--- src/rtl/pipe_stall_ctrl.sv ---
// Hazard/stall sequencer: Tuse/Tnew data-hazard compare plus a mult/div busy counter; req overrides all stalls.
// Optional build macro STALL_STATS_EN adds a 32-bit cumulative stall-cycle counter on stall_cnt.
module pipe_stall_ctrl #(
    parameter int MULT_CYC = 5,
    parameter int DIV_CYC  = 10
) (
    input  logic        clk,
    input  logic        reset,
    input  logic [4:0]  D_rs_addr,
    input  logic [4:0]  D_rt_addr,
    input  logic [1:0]  D_tuse_rs,
    input  logic [1:0]  D_tuse_rt,
    input  logic [4:0]  E_wa,
    input  logic [1:0]  E_tnew,
    input  logic [4:0]  M_wa,
    input  logic [1:0]  M_tnew,
    input  logic        D_is_md,
    input  logic        E_md_start,
    input  logic        E_md_div,
    input  logic        req,
    output logic        stall,
    output logic        D_en,
    output logic        F_en,
    output logic        E_clr,
    output logic        md_busy,
    output logic [31:0] stall_cnt
);

    typedef enum logic {IDLE, MDBUSY} state_t;

    localparam logic [3:0] MULT_LD = 4'(MULT_CYC);
    localparam logic [3:0] DIV_LD  = 4'(DIV_CYC);

    state_t     state_q, state_d;
    logic [3:0] busy_cnt_q, busy_cnt_d;
    logic       stall_rs, stall_rt, stall_md;

    // $0 is hardwired to zero, so it can never be a hazard source.
    assign stall_rs = (D_rs_addr != 5'd0) &&
                      (((E_wa == D_rs_addr) && (E_tnew > D_tuse_rs)) ||
                       ((M_wa == D_rs_addr) && (M_tnew > D_tuse_rs)));
    assign stall_rt = (D_rt_addr != 5'd0) &&
                      (((E_wa == D_rt_addr) && (E_tnew > D_tuse_rt)) ||
                       ((M_wa == D_rt_addr) && (M_tnew > D_tuse_rt)));

    assign md_busy  = ~reset && (busy_cnt_q != 4'd0);
    assign stall_md = D_is_md && (md_busy || E_md_start);
    assign stall    = ~reset && ~req && (stall_rs || stall_rt || stall_md);
    assign D_en     = ~stall;
    assign F_en     = ~stall;
    assign E_clr    = stall;

    // A flushed start is dropped; a start while busy reloads; req never aborts a running op.
    always_comb begin
        state_d    = state_q;
        busy_cnt_d = busy_cnt_q;
        if (E_md_start && !req) begin
            state_d    = MDBUSY;
            busy_cnt_d = E_md_div ? DIV_LD : MULT_LD;
        end else if (state_q == MDBUSY) begin
            if (busy_cnt_q <= 4'd1) begin
                state_d    = IDLE;
                busy_cnt_d = 4'd0;
            end else begin
                busy_cnt_d = busy_cnt_q - 4'd1;
            end
        end
    end

    always_ff @(posedge clk) begin
        if (reset) begin
            state_q    <= IDLE;
            busy_cnt_q <= 4'd0;
        end else begin
            state_q    <= state_d;
            busy_cnt_q <= busy_cnt_d;
        end
    end

`ifdef STALL_STATS_EN
    logic [31:0] stall_cnt_q, stall_cnt_d;

    always_comb begin
        stall_cnt_d = stall_cnt_q;
        if (stall) stall_cnt_d = stall_cnt_q + 32'd1;
    end

    always_ff @(posedge clk) begin
        if (reset) stall_cnt_q <= 32'd0;
        else       stall_cnt_q <= stall_cnt_d;
    end

    assign stall_cnt = stall_cnt_q;
`else
    assign stall_cnt = 32'h0;
`endif

endmodule

--- config.mk ---
export PLATFORM = sky130hd
export DESIGN_NAME = pipe_stall_ctrl
export DESIGN_NICKNAME = d
export VERILOG_FILES = /design/src/rtl/pipe_stall_ctrl.sv
export SDC_FILE = /design/constraint.sdc
export NUM_CORES = 1
export LEC_CHECK = 0
export ABC_AREA = 1
export CELL_PAD_IN_SITES_DETAIL_PLACEMENT = 0
export CELL_PAD_IN_SITES_GLOBAL_PLACEMENT = 1
export CORE_ASPECT_RATIO = 0.6
export CORE_MARGIN = 1
export CORE_UTILIZATION = 23
export DETAILED_ROUTE_END_ITERATION = 6
export GPL_TIMING_DRIVEN = 0
export HOLD_SLACK_MARGIN = 0.03
export PLACE_DENSITY = 0.89
export SLEW_MARGIN = 20
export SYNTH_ARGS = -nofsm -noshare
export SYNTH_HDL_FRONTEND = slang
export SYNTH_SLANG_ARGS = --single-unit
--- constraint.sdc ---
create_clock -name clk -period 2 [get_ports clk]
set_input_delay 0.4 -clock clk [delete_from_list [all_inputs] [get_ports clk]]
set_output_delay 0.4 -clock clk [all_outputs]
set_load 0.05 [all_outputs]
# --- Word-level counts from Yosys, hierarchy flattened ---
# Cells that the tools add are included.
word_totals:
  word_cells: 43
  register_bits: 5
  input_bits: 34
  output_inout_bits: 37
op_classes:
  muxes: 7
  add_sub_neg: 1
  reduce_logical: 21
  n_bitwise: 3
  eq_ne: 4
  magnitude_cmp: 5
op_table:
  columns: ["cell", "count"]
  rows:
  - ["equality test 5 bit", 4]
  - ["2-to-1 mux 4 bit", 4]
  - ["logical AND 1 bit", 11]
  - ["nonzero test 5 bit", 2]
  - ["greater-than comparator 2 bit", 4]
  - ["logical OR 1 bit", 5]
  - ["<= comparator 4 x 1 -> 1 bit (second input constant)", 1]
  - ["nonzero test 4 bit", 1]
  - ["subtractor 4 x 1 -> 4 bit (second input constant)", 1]
  - ["2-to-1 mux 1 bit", 3]
  - ["inverter 1 bit", 3]
  - ["nonzero test 2 bit", 1]
  - ["logical NOT 1 bit", 1]

# --- Longest topological paths before layout ---
depth:
  depth_word: 8
  mapped_depth: 12
  ltp_nobuf: 11

# --- Worst setup path after synthesis ---
# Ideal clock, no wire load.
synth_path:
  path_kind: "register to output"
  start: "register busy_cnt_q[0]"
  end: "output stall"
  arrival_ps: 2468
  stages_incl_launch_ff: 9
  setup_slack_ps: -868
  n_path_buf: 1
  path_cell_list: "dfxtp_1 -> inv_1 -> ha_1 -> a31oi_1 -> o21ai_1 -> nand3_2 -> nand2_2 -> inv_2 -> buf_4"
synth_between:
  elab_chain_len: 6
synth_lines:
  columns: ["element", "line_no", "source"]
  rows:
  - ["start: declaration", "35", "logic [3:0] busy_cnt_q, busy_cnt_d;"]
  - ["start signal: assignment", "76", "busy_cnt_q <= busy_cnt_d;"]
  - ["nonzero test 4 bit", "46", "assign md_busy = ~reset && (busy_cnt_q != 4'd0);"]
  - ["logical AND 1 bit", "46", null]
  - ["via md_busy", "25", "output logic md_busy,"]
  - ["logical OR 1 bit", "47", "assign stall_md = D_is_md && (md_busy || E_md_start);"]
  - ["logical AND 1 bit", "47", null]
  - ["logical OR 1 bit", "48", "assign stall = ~reset && ~req && (stall_rs || stall_rt || stall_md);"]
  - ["logical AND 1 bit", "48", null]
  - ["end: declaration", "21", "output logic stall,"]
# The timed path passes the listed nets, and every way through them passes these cells.

# --- Final worst setup path ---
layout_path:
  start: "input D_tuse_rs[1]"
  end: "output stall"
layout_between:
  elab_chain_len: 7
layout_lines:
  columns: ["element", "line_no", "source"]
  rows:
  - ["start: declaration", "11", "input logic [1:0] D_tuse_rs,"]
  - ["greater-than comparator 2 bit, on equally long branches", "40, 41", null]
  - ["logical AND 1 bit, on equally long branches", "40, 41", null]
  - ["logical OR 1 bit *", "40", "(((E_wa == D_rs_addr) && (E_tnew > D_tuse_rs)) ||"]
  - ["logical AND 1 bit *", "39", "assign stall_rs = (D_rs_addr != 5'd0) &&"]
  - ["logical OR 1 bit * (2 in a row)", "48", null]
  - ["logical AND 1 bit *", "48", null]
# Mark *: on every way between the ends. The rest lies on a longest branch, timed or not.

==> implementation parameters <==
Parameter                              Value

Outcome
  Run status ... finished with violations
  Violations in the final reports ... setup timing

CTS
  Number of clock buffers inserted by TritonCTS ... 3
  Clock tree from TritonCTS ... yes
  Number of buffers on the longest clock path ... 2
  Clock transition at the registers of the reported paths ... 40 ps
  Sinks on Clock Net ... 5
  Clock network latency to the later pin of the worst-skew pair ... 230 ps
  Hold-fix buffer count after cts ... 0
  H-tree Lvls ... 1
  Clock tree root driver cell ... sky130_fd_sc_hd__clkbuf_8

Finish
  Final core utilization ... 41.84%
  Post-synthesis to final-layout area growth ... 72.15%
  Number of nets in the final layout ... 315
  Fraction of final layout cells with drive strength greater than 1 ... 38.15%
  Antenna diode count ... 0

Routing
  First-pass iteration count of the detailed router ... 4
  Post-detailed-route count of antenna-violating nets ... 0
  Per-cell routed wire length ... 9.105 um
  Detailed Route Iter0 Violations ... 47
  DRC ... 0
  Drt via density ... 3.757
  Routed wire length ... 3032 um
  Number of vias in the routed layout ... 1251

Global routing
  Number of antenna violations at the first check in global routing ... 0
  Global route total overflow ... 0
  All-layer global routing usage ... 12.26%
  Wire length of the first global-routing pass ... 4995 um
  Largest net degree at the start of global routing ... 6
  Number of global-route vias before repair ... 1112

Floorplanning
  Initial cell density of the core ... 24.30%
  Die area ... 0.005217 mm^2
  Height of the chip ... 56.35 um
  Cell row count ... 19
  Number of ports placed on the die boundary ... 71
  Die W ... 92.59 um
  Placeable core region ... 0.004659 mm^2

Power
  Static leakage ... 1.042 nW
  Total design power ... 803.2 uW
  PwrDens ... 412.0 mW/mm^2
  Largest vdd supply drop ... 0.1986 mV

Synthesis
  Top cell type by total area after synthesis ... sky130_fd_sc_hd__buf_4
  Number of warnings printed during yosys synthesis ... 0
  Dominant cells by area after synthesis ... sky130_fd_sc_hd__buf_4 (23%), sky130_fd_sc_hd__nand2_1 (17%), sky130_fd_sc_hd__ha_1 (11%)
  Number of synthesized register bits ... 5
  Post-Synthesis Cell Area ... 0.001132 mm^2
  Gate Count Post-Synth ... 196
  Count of cell types in the netlist ... 20
  Share of Yosys cell area claimed by the top area cell type ... 22.54%
  Mean cell area of the mapped netlist ... 5.777 um^2
  Sequential fraction of the synthesis area ... 8.840%

Critical path
  Highest fanout seen on the critical path ... 3
  Critical Path Start Type ... primary input
  Category of the worst setup path capture point ... output port
  Data arrival time at the worst-slack endpoint ... 1640 ps
  CP Class ... in2out
  Critical path data required time ... 1600 ps

Placement
  Routability Congestion ... 0.8145
  Detail Placement HPWL ... 2556 um
  I/O Buffers ... 38

Timing
  Period utilisation layout ... 102.2%
  Hold violation total from the final report ... 0
  Final setup vio count ... 4
  Pins over their slew limit ... 0
  Worst Hold Margin ... 502.4 ps
  Final critical path time including I/O delays and setup ... 2044 ps
  Clk_skew ... 4.625 ps
  RSZ-0062 raised after global routing ... true
  Final WS setup ... -43.94 ps
  Maximum clock frequency ... 0.4893 GHz

Run
  Maxcap violations ... 0

Worst hold path
  Worst Hold Class ... reg2reg
-- layout by cell type, fill, tap and decap left out --
master	instances
sky130_fd_sc_hd__a21oi_1	3
sky130_fd_sc_hd__a21oi_2	2
sky130_fd_sc_hd__a31oi_1	2
sky130_fd_sc_hd__a31oi_4	1
sky130_fd_sc_hd__buf_2	1
sky130_fd_sc_hd__buf_4	37
sky130_fd_sc_hd__buf_6	5
sky130_fd_sc_hd__buf_8	4
sky130_fd_sc_hd__clkbuf_1	1
sky130_fd_sc_hd__clkbuf_2	7
sky130_fd_sc_hd__clkbuf_8	3
sky130_fd_sc_hd__clkdlybuf4s15_1	5
sky130_fd_sc_hd__clkdlybuf4s15_2	1
sky130_fd_sc_hd__clkdlybuf4s50_1	4
sky130_fd_sc_hd__clkinv_8	1
sky130_fd_sc_hd__conb_1	32
sky130_fd_sc_hd__dfxtp_1	5
sky130_fd_sc_hd__dlygate4sd2_1	9
sky130_fd_sc_hd__ha_1	1
sky130_fd_sc_hd__ha_4	9
sky130_fd_sc_hd__inv_1	19
sky130_fd_sc_hd__inv_2	12
sky130_fd_sc_hd__inv_4	3
sky130_fd_sc_hd__inv_6	1
sky130_fd_sc_hd__nand2_1	47
sky130_fd_sc_hd__nand2_2	5
sky130_fd_sc_hd__nand2_8	1
sky130_fd_sc_hd__nand3_1	11
sky130_fd_sc_hd__nand3_2	2
sky130_fd_sc_hd__nand3_4	1
sky130_fd_sc_hd__nor2_1	10
sky130_fd_sc_hd__nor2_2	4
sky130_fd_sc_hd__nor2_4	1
sky130_fd_sc_hd__nor3_1	3
sky130_fd_sc_hd__nor3_2	1
sky130_fd_sc_hd__o21ai_0	3
sky130_fd_sc_hd__o21ai_1	5
sky130_fd_sc_hd__o21ai_2	1
sky130_fd_sc_hd__or2_1	1
sky130_fd_sc_hd__xor2_1	6
-- cell usage after synthesis --
library cell and count:
sky130_fd_sc_hd__conb_1 1, sky130_fd_sc_hd__nor2_1 14, sky130_fd_sc_hd__o21ai_1 4, sky130_fd_sc_hd__ha_1 10, sky130_fd_sc_hd__nand3_1 13, sky130_fd_sc_hd__inv_2 13
sky130_fd_sc_hd__buf_4 34, sky130_fd_sc_hd__a31oi_1 3, sky130_fd_sc_hd__inv_1 23, sky130_fd_sc_hd__or2_1 1, sky130_fd_sc_hd__nand3_2 1, sky130_fd_sc_hd__nand2_2 1
sky130_fd_sc_hd__o21ai_0 5, sky130_fd_sc_hd__nor3_2 1, sky130_fd_sc_hd__a21oi_1 5, sky130_fd_sc_hd__xor2_1 6, sky130_fd_sc_hd__nor3_1 3, sky130_fd_sc_hd__dfxtp_1 5
sky130_fd_sc_hd__nand2_1 52, sky130_fd_sc_hd__nor2_4 1
-- where the power goes --
part | leakage (nW) | switching (mW) | internal, mW | total [mW]
clock | 0.0228 | 0.0558 | 0.137 | 0.193
sequential | 0.0409 | 0.00459 | 0.107 | 0.111
combinational | 0.978 | 0.311 | 0.188 | 0.499
-- what timing repair did --
item | in CTS | in global routing
gates resized for setup | 118 | 30
pin swaps | 28 | 13
endpoints found under the hold margin | 0 | 0
setup endpoints to repair | 5 | 5
setup buffers | 0 | 1
-- state kept, by name (all words and copies together) (netlist names) --
signal and flops:
busy_cnt_q 4, state_q 1
-- routing by layer --
layer | vias up | part of all wire, % | track usage, %
li1 | 689 | - | -
met4 | 0 | 0.56 | 2.009
met2 | 47 | 39 | 17.57
met1 | 513 | 50 | 18.18
met3 | 2 | 9.9 | 3.388
met5 | - | 0 | 0
-- path summary, 6_finish.rpt --
path	startpoint	end	cells after the start	slack, ps
worst max-delay path	D_tuse_rs[1]	stall	13	-40
worst max register to register	busy_cnt_q[0]	busy_cnt_q[0]	7	650
worst min-delay path	busy_cnt_q[0]	busy_cnt_q[0]	1	500
worst min register to register	busy_cnt_q[0]	busy_cnt_q[0]	1	500
-- logic make-up after synthesis --
family	after synthesis	share of synthesized area, %
and+or+nand+nor	87	32.82
buffers and inverters	70	34.47
AOI/OAI and AO/OA	17	7.845
adders and majority gates	10	11.05
xor gates and xnor gates	6	4.641
DFF	5	8.840
other	1	0.3312
-- layout make-up --
| cell class | count | area [um^2] |
|---|---|---|
| clock buffer | 4 | 45.04 |
| inverter | 36 | 160.2 |
| buffer | 34 | 266.5 |
| fill | 496 | 2710 |
| tap | 63 | 78.83 |
| multi-input combinational | 152 | 950.9 |
| sequential | 5 | 100.1 |
| timing repair buffer | 39 | 347.8 |
-- per-stage QoR --
stage | instances | setup slack [ps] | TNS [ps] | cell area [um^2]
final | 333 | -43.94 | -109.1 | 1949
after global routing | 333 | -122.3 | -438.8 | 1949
after CTS | 332 | -80.77 | -275.7 | 1914
after detailed placement | 328 | -1208 | -4958 | 1758
after global placement | 328 | -1203 | -4956 | 1758
after floorplan | 227 | 4.619 | 0 | 1299
-- worst max-delay path, stage by stage --
cell and delay, ps:
sky130_fd_sc_hd__buf_6 100, sky130_fd_sc_hd__inv_4 60, sky130_fd_sc_hd__ha_4 200, sky130_fd_sc_hd__a21oi_2 120, sky130_fd_sc_hd__nor2_1 50, sky130_fd_sc_hd__nand3_1 80
sky130_fd_sc_hd__nand2_1 70, sky130_fd_sc_hd__nand2_2 70, sky130_fd_sc_hd__nand3_4 90, sky130_fd_sc_hd__nand2_8 100, sky130_fd_sc_hd__clkinv_8 40, sky130_fd_sc_hd__buf_8 100
sky130_fd_sc_hd__buf_8 140
(Power assumes the default switching activity.)
